$ cat config.mk
export PLATFORM = sky130hd
export DESIGN_NAME = score_display_sequencer
export DESIGN_NICKNAME = d
export VERILOG_FILES = /design/src/rtl/memory_game_pkg.sv /design/src/rtl/score_divider.sv /design/src/rtl/score_display_sequencer.sv
export SDC_FILE = /design/constraint.sdc
export NUM_CORES = 1
export LEC_CHECK = 0
export CAP_MARGIN = 10
export CORE_MARGIN = 2
export CORE_UTILIZATION = 25
export CTS_CLUSTER_SIZE = 16
export DETAILED_ROUTE_END_ITERATION = 10
export HOLD_SLACK_MARGIN = 0.08
export MAX_ROUTING_LAYER = met4
export PLACE_DENSITY = 0.49
export SYNTH_ARGS = -nofsm -noshare
export SYNTH_HDL_FRONTEND = slang
export SYNTH_SLANG_ARGS = --single-unit
$ cat constraint.sdc
create_clock -name clk -period 7.75 [get_ports clk]
set_input_delay 1.55 -clock clk [delete_from_list [all_inputs] [get_ports clk]]
set_output_delay 1.55 -clock clk [all_outputs]
set_load 0.01 [all_outputs]
$ cat src/rtl/memory_game_pkg.sv
// Shared constants, types and helpers for the memory game score display.
package memory_game_pkg;

  // Active-low segments, bit6 = g ... bit0 = a.
  localparam logic [6:0] SEG_0     = 7'b1000000;
  localparam logic [6:0] SEG_1     = 7'b1111001;
  localparam logic [6:0] SEG_2     = 7'b0100100;
  localparam logic [6:0] SEG_3     = 7'b0110000;
  localparam logic [6:0] SEG_4     = 7'b0011001;
  localparam logic [6:0] SEG_5     = 7'b0010010;
  localparam logic [6:0] SEG_6     = 7'b0000010;
  localparam logic [6:0] SEG_7     = 7'b1111000;
  localparam logic [6:0] SEG_8     = 7'b0000000;
  localparam logic [6:0] SEG_9     = 7'b0010000;
  localparam logic [6:0] SEG_C     = 7'b1000110;
  localparam logic [6:0] SEG_E     = 7'b0000110;
  localparam logic [6:0] SEG_P     = 7'b0001100;
  localparam logic [6:0] SEG_BLANK = 7'b1111111;

  localparam logic [1:0] PAGE_HITS = 2'd0;
  localparam logic [1:0] PAGE_MISS = 2'd1;
  localparam logic [1:0] PAGE_PCT  = 2'd2;
  localparam logic [1:0] PAGE_SUM  = 2'd3;

  localparam int unsigned DIV_CYCLES = 14;
  localparam int unsigned BCD_CYCLES = 7;

  typedef enum logic [2:0] {
    StIdle,
    StUpdate,
    StDivide,
    StConvert,
    StLoad
  } state_e;

  typedef struct packed {
    logic [3:0] hits_t;
    logic [3:0] hits_o;
    logic [3:0] miss_t;
    logic [3:0] miss_o;
    logic [3:0] pct_h;
    logic [3:0] pct_t;
    logic [3:0] pct_o;
  } digits_t;

  function automatic logic [6:0] seg_digit(logic [3:0] d);
    logic [6:0] s;
    case (d)
      4'd0:    s = SEG_0;
      4'd1:    s = SEG_1;
      4'd2:    s = SEG_2;
      4'd3:    s = SEG_3;
      4'd4:    s = SEG_4;
      4'd5:    s = SEG_5;
      4'd6:    s = SEG_6;
      4'd7:    s = SEG_7;
      4'd8:    s = SEG_8;
      4'd9:    s = SEG_9;
      default: s = SEG_BLANK;
    endcase
    return s;
  endfunction

  // One double-dabble iteration: add 3 to any digit >= 5, then shift in b.
  function automatic logic [11:0] dd_step(logic [11:0] bcd, logic b);
    logic [11:0] adj;
    adj = bcd;
    for (int i = 0; i < 3; i++) begin
      if (adj[4*i +: 4] >= 4'd5) begin
        adj[4*i +: 4] = adj[4*i +: 4] + 4'd3;
      end
    end
    return {adj[10:0], b};
  endfunction

endpackage

$ cat src/rtl/score_divider.sv
// Iterative restoring divider, one quotient bit per cycle, fixed DIV_CYCLES latency.
module score_divider
  import memory_game_pkg::*;
(
  input  logic        clk,
  input  logic        resetn,
  input  logic        clear,
  input  logic        start,
  input  logic [13:0] num,
  input  logic [7:0]  den,
  output logic        done,
  output logic [6:0]  quotient
);

  logic [13:0] quo_q, quo_d;
  logic [7:0]  rem_q, rem_d;
  logic [7:0]  den_q, den_d;
  logic [3:0]  cnt_q, cnt_d;
  logic        busy_q, busy_d;
  logic [8:0]  rem_shift;

  always_comb begin
    quo_d     = quo_q;
    rem_d     = rem_q;
    den_d     = den_q;
    cnt_d     = cnt_q;
    busy_d    = busy_q;
    rem_shift = {rem_q, quo_q[13]};
    done      = busy_q && (cnt_q == 4'(DIV_CYCLES - 1));

    if (clear) begin
      quo_d  = '0;
      rem_d  = '0;
      den_d  = '0;
      cnt_d  = '0;
      busy_d = 1'b0;
    end else if (start) begin
      quo_d  = num;
      rem_d  = '0;
      den_d  = den;
      cnt_d  = '0;
      busy_d = 1'b1;
    end else if (busy_q) begin
      // Remainder always stays below den (<= 198), so 8 bits suffice.
      if (rem_shift >= {1'b0, den_q}) begin
        rem_d = 8'(rem_shift - {1'b0, den_q});
        quo_d = {quo_q[12:0], 1'b1};
      end else begin
        rem_d = rem_shift[7:0];
        quo_d = {quo_q[12:0], 1'b0};
      end
      cnt_d = cnt_q + 4'd1;
      if (done) busy_d = 1'b0;
    end
  end

  always_ff @(posedge clk or negedge resetn) begin
    if (!resetn) begin
      quo_q  <= '0;
      rem_q  <= '0;
      den_q  <= '0;
      cnt_q  <= '0;
      busy_q <= 1'b0;
    end else begin
      quo_q  <= quo_d;
      rem_q  <= rem_d;
      den_q  <= den_d;
      cnt_q  <= cnt_d;
      busy_q <= busy_d;
    end
  end

  // A zero divisor would produce all ones; report 0 instead.
  assign quotient = (den_q == 8'd0) ? 7'd0 : quo_q[6:0];

endmodule

$ cat src/rtl/score_display_sequencer.sv
// Hit/miss tallies, success percentage and BCD conversion driving six
// seven-segment digits from a selectable page.
module score_display_sequencer
  import memory_game_pkg::*;
#(
  parameter int unsigned SAT_MAX = 99
) (
  input  logic       clk,
  input  logic       resetn,
  input  logic       clear,
  input  logic       guess_valid,
  input  logic       guess_hit,
  output logic       ready,
  input  logic [1:0] page_sel,
  output logic [6:0] hex5,
  output logic [6:0] hex4,
  output logic [6:0] hex3,
  output logic [6:0] hex2,
  output logic [6:0] hex1,
  output logic [6:0] hex0
);

  localparam logic [6:0] SatMax = 7'(SAT_MAX);

  state_e            state_q, state_d;
  logic [6:0]        hits_q, hits_d;
  logic [6:0]        misses_q, misses_d;
  logic [3:0]        cnt_q, cnt_d;
  logic [7:0]        hbcd_q, hbcd_d;
  logic [7:0]        mbcd_q, mbcd_d;
  logic [11:0]       pbcd_q, pbcd_d;
  digits_t           digits_q, digits_d;
  logic [5:0][6:0]   hex_q, hex_d;
  logic [2:0]        bit_idx;

  logic              div_start;
  logic              div_done;
  logic [6:0]        pct;
  logic [13:0]       div_num;
  logic [7:0]        div_den;

  assign div_num = {7'd0, hits_q} * 14'd100;
  assign div_den = 8'(hits_q) + 8'(misses_q);

  score_divider u_divider (
    .clk      (clk),
    .resetn   (resetn),
    .clear    (clear),
    .start    (div_start),
    .num      (div_num),
    .den      (div_den),
    .done     (div_done),
    .quotient (pct)
  );

  always_comb begin
    state_d   = state_q;
    hits_d    = hits_q;
    misses_d  = misses_q;
    cnt_d     = cnt_q;
    hbcd_d    = hbcd_q;
    mbcd_d    = mbcd_q;
    pbcd_d    = pbcd_q;
    digits_d  = digits_q;
    div_start = 1'b0;
    ready     = (state_q == StIdle);
    bit_idx   = 3'(4'(BCD_CYCLES - 1) - cnt_q);

    if (clear) begin
      state_d  = StIdle;
      hits_d   = '0;
      misses_d = '0;
      cnt_d    = '0;
      hbcd_d   = '0;
      mbcd_d   = '0;
      pbcd_d   = '0;
      digits_d = '0;
    end else begin
      case (state_q)
        StIdle: begin
          if (guess_valid) begin
            state_d = StUpdate;
            if (guess_hit) begin
              if (hits_q < SatMax) hits_d = hits_q + 7'd1;
            end else begin
              if (misses_q < SatMax) misses_d = misses_q + 7'd1;
            end
          end
        end
        StUpdate: begin
          div_start = 1'b1;
          state_d   = StDivide;
        end
        StDivide: begin
          if (div_done) begin
            state_d = StConvert;
            cnt_d   = '0;
            hbcd_d  = '0;
            mbcd_d  = '0;
            pbcd_d  = '0;
          end
        end
        StConvert: begin
          // MSB first: iteration k shifts in bit (6 - k) of each value.
          hbcd_d = 8'(dd_step({4'd0, hbcd_q}, hits_q[bit_idx]));
          mbcd_d = 8'(dd_step({4'd0, mbcd_q}, misses_q[bit_idx]));
          pbcd_d = dd_step(pbcd_q, pct[bit_idx]);
          cnt_d  = cnt_q + 4'd1;
          if (cnt_q == 4'(BCD_CYCLES - 1)) state_d = StLoad;
        end
        StLoad: begin
          digits_d.hits_t = hbcd_q[7:4];
          digits_d.hits_o = hbcd_q[3:0];
          digits_d.miss_t = mbcd_q[7:4];
          digits_d.miss_o = mbcd_q[3:0];
          digits_d.pct_h  = pbcd_q[11:8];
          digits_d.pct_t  = pbcd_q[7:4];
          digits_d.pct_o  = pbcd_q[3:0];
          state_d         = StIdle;
        end
        default: state_d = StIdle;
      endcase
    end
  end

  // Display decodes the next shadow value so new digits land with ready.
  always_comb begin
    hex_d = {SEG_C, SEG_BLANK, SEG_BLANK, SEG_BLANK, SEG_0, SEG_0};
    case (page_sel)
      PAGE_HITS: hex_d = {SEG_C, SEG_BLANK, SEG_BLANK, SEG_BLANK,
                          seg_digit(digits_d.hits_t), seg_digit(digits_d.hits_o)};
      PAGE_MISS: hex_d = {SEG_E, SEG_BLANK, SEG_BLANK, SEG_BLANK,
                          seg_digit(digits_d.miss_t), seg_digit(digits_d.miss_o)};
      PAGE_PCT: begin
        hex_d[5] = SEG_P;
        hex_d[4] = SEG_BLANK;
        hex_d[3] = SEG_BLANK;
        hex_d[2] = (digits_d.pct_h == 4'd0) ? SEG_BLANK : seg_digit(digits_d.pct_h);
        hex_d[1] = (digits_d.pct_h == 4'd0 && digits_d.pct_t == 4'd0) ?
                   SEG_BLANK : seg_digit(digits_d.pct_t);
        hex_d[0] = seg_digit(digits_d.pct_o);
      end
      PAGE_SUM: begin
        hex_d[5] = seg_digit(digits_d.hits_t);
        hex_d[4] = seg_digit(digits_d.hits_o);
        hex_d[3] = seg_digit(digits_d.miss_t);
        hex_d[2] = seg_digit(digits_d.miss_o);
        // Only two digits available; 100 % clamps to 99.
        hex_d[1] = (digits_d.pct_h != 4'd0) ? SEG_9 : seg_digit(digits_d.pct_t);
        hex_d[0] = (digits_d.pct_h != 4'd0) ? SEG_9 : seg_digit(digits_d.pct_o);
      end
      default: ;
    endcase
  end

  always_ff @(posedge clk or negedge resetn) begin
    if (!resetn) begin
      state_q  <= StIdle;
      hits_q   <= '0;
      misses_q <= '0;
      cnt_q    <= '0;
      hbcd_q   <= '0;
      mbcd_q   <= '0;
      pbcd_q   <= '0;
      digits_q <= '0;
      hex_q    <= {SEG_C, SEG_BLANK, SEG_BLANK, SEG_BLANK, SEG_0, SEG_0};
    end else begin
      state_q  <= state_d;
      hits_q   <= hits_d;
      misses_q <= misses_d;
      cnt_q    <= cnt_d;
      hbcd_q   <= hbcd_d;
      mbcd_q   <= mbcd_d;
      pbcd_q   <= pbcd_d;
      digits_q <= digits_d;
      hex_q    <= hex_d;
    end
  end

  assign hex5 = hex_q[5];
  assign hex4 = hex_q[4];
  assign hex3 = hex_q[3];
  assign hex2 = hex_q[2];
  assign hex1 = hex_q[1];
  assign hex0 = hex_q[0];

endmodule

==> impl_metrics.json, run 1 <==
{
  "outcome": "completed",
  "cts_resized": 0,
  "layout.nets": 1212,
  "p_comb_share_pct": 12.0,
  "crit_chain": "buf_4 > buf_4 > nor2_1 > inv_1 > ha_1 > nand3_2 > a221o_1 > a21oi_1 > a2bb2oi_1",
  "area.growth.synth_to_final_pct": 14.7,
  "grt_overflow_total": 0,
  "setup_tns_ns": 0,
  "max_stage_delay_ns": 0.60,
  "die-area_um2": 42300,
  "fin_crit_ns": 3.91,
  "grt_antenna_before_repair": 0,
  "io_pins": 50,
  "hold_buffers": 0,
  "clock_latency_ns": 0.43,
  "synthCells": 1077,
  "hold_class": "register to register",
  "synth_edf_count": 0,
  "clkTransAtPathRegs_ns": 0.07,
  "root_buffer": "clkbuf_16",
  "cp_common_cell": "buf_4",
  "slew_headroom_pct": 22.9,
  "fin_skew_ns": 0.0173,
  "critPathLaunch": "clear",
  "pwr-share-seq_pct": 45.3,
  "p_leak_nw": 5.04,
  "yosys_warnings": 0,
  "worstMarginPinSlew_ns": 1.15,
  "die_w_um": 206,
  "grt_pass1_wl_mm": 40.2,
  "ys_seq_area_share_pct": 38.2,
  "swShare_pct": 28.0,
  "viasPerCell": 4.76,
  "clock-sinks": 154,
  "cellInternalPower_w": 0.00136,
  "pwr-share-clk_pct": 42.8,
  "num_vias": 7806,
  "finalSetupViolCount": 0,
  "crit_slowest_cell": "buf_4",
  "fin_crit_sh_pct": 50.4,
  "dpl.hpwl_mm": 17.5,
  "nFillCells": 4175,
  "critPathCaptureType": "register",
  "power.density_nw_per_um2": 162,
  "crit_buf_inv": 3,
  "placementRows": 73,
  "peakVddDrop_v": 0.0000987,
  "layout-drive-gt1-share_pct": 9.07,
  "place.gp.congestion": 0.844,
  "routed_wl_mm": 24.3,
  "synth_ff_type": "dfrtp_1",
  "switchingPower_w": 0.000528,
  "fin_ws_ns": 3.84,
  "n_antenna_cell": 0,
  "grt_pass1_vias": 7566,
  "post_cts_buffers": 0,
  "arrival_ns": 4.26,
  "grt_max_degree": 84,
  "ant_nets": 0,
  "rsz0062_at_grt": "false",
  "synth_area_per_cell_um2": 9.44,
  "finalHoldViolations": 0,
  "drc_errors": 0,
  "portBuffers": 49,
  "fmax_ghz": 0.256,
  "synth_cell_types": 82,
  "initial_core_util_pct": 25.5,
  "die_h_um": 206,
  "grtUsageTotal_pct": 12.2,
  "numCtsBuffers": 17,
  "cap_violations": 0,
  "avgRoutedWirePerCell_um": 14.8,
  "drv_slew": 0,
  "clk_path_buf_depth": 2,
  "startpoint_type": "input pin",
  "cts_tree": "done",
  "syn_area_um2": 10200,
  "synth_nets": 1188,
  "crit_family": "buffers and inverters",
  "ys_seq_elements": 154,
  "drt-initial-drc-count": 546,
  "dp_worst_setup_slack_ns": 3.44,
  "required_ns": 8.10,
  "crit_type": "input pin to register",
  "first_pass_iters": 5,
  "min-delay-start": "cnt_q[3]$_DFFE_PN0P_",
  "core_area_um2": 39900,
  "r2r-start": "state_q[0]$_DFFE_PN0P_",
  "htree_num_levels": 4,
  "critPathMaxFanout": 63,
  "async_reset_ff_share_pct": 100
}
-- power groups by stage --
| stage | Combinational [W] | Clock, W | Sequential, W |
|---|---|---|---|
| finish | 0.000226 | 0.000808 | 0.000855 |
| global route | 0.000254 | 0.000873 | 0.000858 |
| CTS | 0.000229 | 0.000838 | 0.000855 |
| detailed placement | 0.000228 | 0 | 0.000870 |
| global placement | 0.000228 | 0 | 0.000870 |
| floorplan | 0.000145 | 0 | 0.000867 |
-- state kept, by name, summed over array words and instances (netlist names), 8 cells and up --
name and flops:
u_divider.den_q 8, digits_q 28, u_divider.rem_q 8, pbcd_q 12, u_divider.quo_q 14, hbcd_q 8
mbcd_q 8
-- final timing paths --
check / end / slack [ns] / depth (start not counted)
max in group asynchronous: cnt_q[1]$_DFFE_PN0P_ / 5.17 / 2
worst min-delay path: cnt_q[3]$_DFFE_PN0P_ / 0.50 / 1
worst max register to register: hex1[1]$_DFF_PN0_ / 4.39 / 10
worst max-delay path: hex0[6]$_DFF_PN1_ / 3.84 / 9
min in group asynchronous: hex1[5]$_DFF_PN0_ / 1.16 / 1
worst min register to register: cnt_q[3]$_DFFE_PN0P_ / 0.50 / 1
-- layout make-up --
class                           instances  area, um2  share of cell area [%]
Multi-Input combinational cell        795       5720                    49.1
Clock buffer                           19        454                    3.90
Sequential cell                       154       3890                    33.3
Tap cell                              525        657                    5.63
Inverter                               78        293                    2.51
Timing Repair Buffer                   55        534                    4.58
Clock inverter                         13        110                   0.945
-- synth_stat cells, types with 26 or more instances --
library cell / count / area, um2
dfrtp_1: 128 / 3200
ha_1: 100 / 1250
nand2_1: 85 / 319
nor2_1: 83 / 312
a21oi_1: 79 / 395
o21ai_0: 77 / 385
inv_1: 73 / 274
mux2i_1: 52 / 521
clkbuf_1: 30 / 113
dfstp_2: 26 / 683
xnor2_1: 26 / 228
-- layout by cell type, fill, tap and decap left out, types with 5 or more instances in the layout --
cell,n
buf_4,7
clkdlybuf4s50_1,47
a21o_1,8
inv_1,73
nand3_1,20
ha_1,100
dfrtp_1,128
o211ai_1,5
o31a_1,7
xor2_1,16
a2bb2oi_1,6
nor2b_1,15
clkbuf_16,18
nor2_1,83
mux2_2,7
o31ai_1,6
dfstp_2,26
xnor2_1,26
nor3_1,20
o21ai_0,77
nor4b_1,5
or3_1,6
mux2i_1,52
nand2_1,85
nand2b_1,20
or2_2,8
nor4_1,5
or2_1,5
o311ai_0,5
nand4_1,10
a21oi_1,79
a211oi_1,16
o221ai_1,5
a31oi_1,9
-- layer usage --
metal	wire [um]	vias to the layer above	GRT usage (%)	part of all wire (%)
met2	10700	159	18.3	44
li1	-	3864	-	-
met5	0	-	-	0
met4	580	0	4.14	2.4
met3	856	35	1.96	3.5
met1	12100	3748	16.5	50
-- metrics by stage --
stage	std cells	area (um2)	hold WS, ns	power [W]	util, %
after CTS	1639	11700	0.515	0.00192	29.2
after detailed placement	1607	11100	0.481	0.00110	27.8
after global placement	1607	11100	0.465	0.00110	27.8
after floorplan	1077	10200	0.442	0.00101	-
after global routing	1639	11700	0.533	0.00198	29.2
final	1639	11700	0.505	0.00189	29.2
-- logic make-up after synthesis --
family          share of synthesized area, %
simple gates                            14.8
compound gates                          16.9
flops                                   38.2
buf+inv                                 5.61
fa+ha+maj                               13.1
mux                                     7.78
xor+xnor                                3.62
(Power assumes the default switching activity.)
==> run 2: changes to the inputs <==
- PLACE_DENSITY: 0.49 -> 0.5
- clock period: 7.75 -> 3.2 ns (I/O delays scaled with it)
==> run 2 against run 1 <==
  * Total power grew to 2.5 times the previous value
  * Wire length is 0.33% lower
  * Largest cell class unchanged
  * Die area stayed put
  * Critical endpoint is now u_divider.quo_q[12]$_DFFE_PN0P_
==> impl_metrics.json, run 2 (same netlist as run 1, synthesis figures left out) <==
{
  "fmax_ghz": 0.333,
  "hold_class": "input pin to async pin",
  "dp_worst_setup_slack_ns": 0.181,
  "portBuffers": 49,
  "fin_crit_ns": 3.01,
  "cts_resized": 0,
  "avgRoutedWirePerCell_um": 14.5,
  "fin_crit_sh_pct": 94.0,
  "critPathMaxFanout": 6,
  "switchingPower_w": 0.00133,
  "cts_tree": "done",
  "largest_reg_flops": 28,
  "grt_pass1_wl_mm": 40.9,
  "p_comb_share_pct": 12.3,
  "outcome": "completed",
  "finalHoldViolations": 0,
  "rsz0062_at_grt": "false",
  "grt_max_degree": 51,
  "htree_num_levels": 4,
  "post_cts_buffers": 0,
  "pwr-share-clk_pct": 44.8,
  "dpl.hpwl_mm": 17.9,
  "peakVddDrop_v": 0.000380,
  "reg_top3": "digits_q: 28 flops, u_divider.quo_q: 14 flops, pbcd_q: 12 flops",
  "critPathCaptureType": "register",
  "root_buffer": "clkbuf_16",
  "die_h_um": 206,
  "drt-initial-drc-count": 503,
  "power.density_nw_per_um2": 401,
  "totalPowerFinal_w": 0.00479,
  "initial_core_util_pct": 25.5,
  "swShare_pct": 27.9,
  "grt_overflow_total": 0,
  "clkTransAtPathRegs_ns": 0.07,
  "area.growth.synth_to_final_pct": 17.4,
  "fin_ws_ns": 0.193,
  "grt_pass1_vias": 7838,
  "crit_type": "register to register",
  "setup_tns_ns": 0,
  "regMostFlops": "digits_q",
  "fin_skew_ns": 0.0101,
  "cellInternalPower_w": 0.00345,
  "ant_nets": 0,
  "grt_antenna_before_repair": 0,
  "cp_common_cell": "ha_1",
  "clock-sinks": 154,
  "final_core_util_pct": 29.9,
  "n_antenna_cell": 0,
  "drv_slew": 0,
  "layout-drive-gt1-share_pct": 11.2,
  "pwr-share-seq_pct": 43.0,
  "num_vias": 7880,
  "max_stage_delay_ns": 0.46,
  "die_w_um": 206,
  "crit_slowest_cell": "fa_1",
  "drc_errors": 0,
  "p_leak_nw": 5.21,
  "final_cell_mix": "dfrtp_1 (127), ha_1 (100), nand2_1 (85)",
  "startpoint_type": "register",
  "clock_latency_ns": 0.44,
  "finalSetupViolCount": 0,
  "clk_path_buf_depth": 2,
  "numCtsBuffers": 17,
  "place_area_um2": 11300,
  "routed_wl_mm": 24.2,
  "place.gp.congestion": 0.886,
  "cap_violations": 0,
  "core_area_um2": 39900,
  "placementRows": 73,
  "layout.nets": 1236,
  "required_ns": 3.52,
  "fin_area_um2": 11900,
  "crit_chain": "ha_1 > ha_1 > fa_1 > ha_1 > a21o_1 > a21oi_1 > o21ai_0 > a21oi_1 > or4_1 > o311ai_0",
  "worstMarginPinSlew_ns": 0.563,
  "final_common_cell": "dfrtp_1",
  "first_pass_iters": 5,
  "hold_buffers": 0,
  "viasPerCell": 4.74,
  "grtUsageTotal_pct": 12.4,
  "die-area_um2": 42300,
  "io_pins": 50,
  "r2r-start": "hits_q[3]$_DFFE_PN0P_",
  "critPathLaunch": "hits_q[3]$_DFFE_PN0P_",
  "arrival_ns": 3.33,
  "slew_headroom_pct": 62.3
}
## run 2: worst paths after layout
path / end / slack, ns / depth (start not counted)
min: hex1[1]$_DFF_PN0_ / 0.13 / 1
min reg2reg: cnt_q[3]$_DFFE_PN0P_ / 0.50 / 1
max: u_divider.quo_q[12]$_DFFE_PN0P_ / 0.19 / 10
min in group clk: cnt_q[3]$_DFFE_PN0P_ / 0.50 / 1
max in group asynchronous: hex2[1]$_DFF_PN1_ / 2.32 / 2
max reg2reg: u_divider.quo_q[12]$_DFFE_PN0P_ / 0.19 / 10
## run 2: critical path: cells and delay by family, from the launching register on
| family | cells | cell delay, ns |
|---|---|---|
| simple gates | 1 | 0.39 |
| compound gates | 5 | 0.62 |
| fa+ha+maj | 4 | 1.44 |
| flops | 1 | 0.44 |
## run 2: final cells by class
cell class | instances | area (um2)
fillers | 4177 | 28000
multi-input cells | 795 | 5720
flip-flops and latches | 154 | 3890
repair buffers | 79 | 752
well taps | 525 | 657
clock buffers | 17 | 425
inverters | 78 | 293
clock inverters | 15 | 196
## run 2: layer usage
layer	up-vias	part of all wire, %	global-route usage [%]
met2	141	45	19.1
met3	24	3.4	2.47
met5	-	0	-
met4	0	1.3	3.03
li1	3909	-	-
met1	3806	50	16.6
## run 2: power groups by stage
stage | logic, W | registers, W | clock network, W
floorplan | 0.000352 | 0.00210 | 0
global placement | 0.000594 | 0.00209 | 0
detailed placement | 0.000594 | 0.00209 | 0
CTS | 0.000597 | 0.00206 | 0.00221
global route | 0.000662 | 0.00206 | 0.00229
finish | 0.000588 | 0.00206 | 0.00214
## run 2: per-stage QoR
| step | hold slack, ns | std cells |
|---|---|---|
| CTS | 0.141 | 1663 |
| global route | 0.156 | 1663 |
| finish | 0.135 | 1663 |
| floorplan | 0.344 | 1077 |
| detailed placement | 0.479 | 1631 |
| global placement | 0.470 | 1631 |
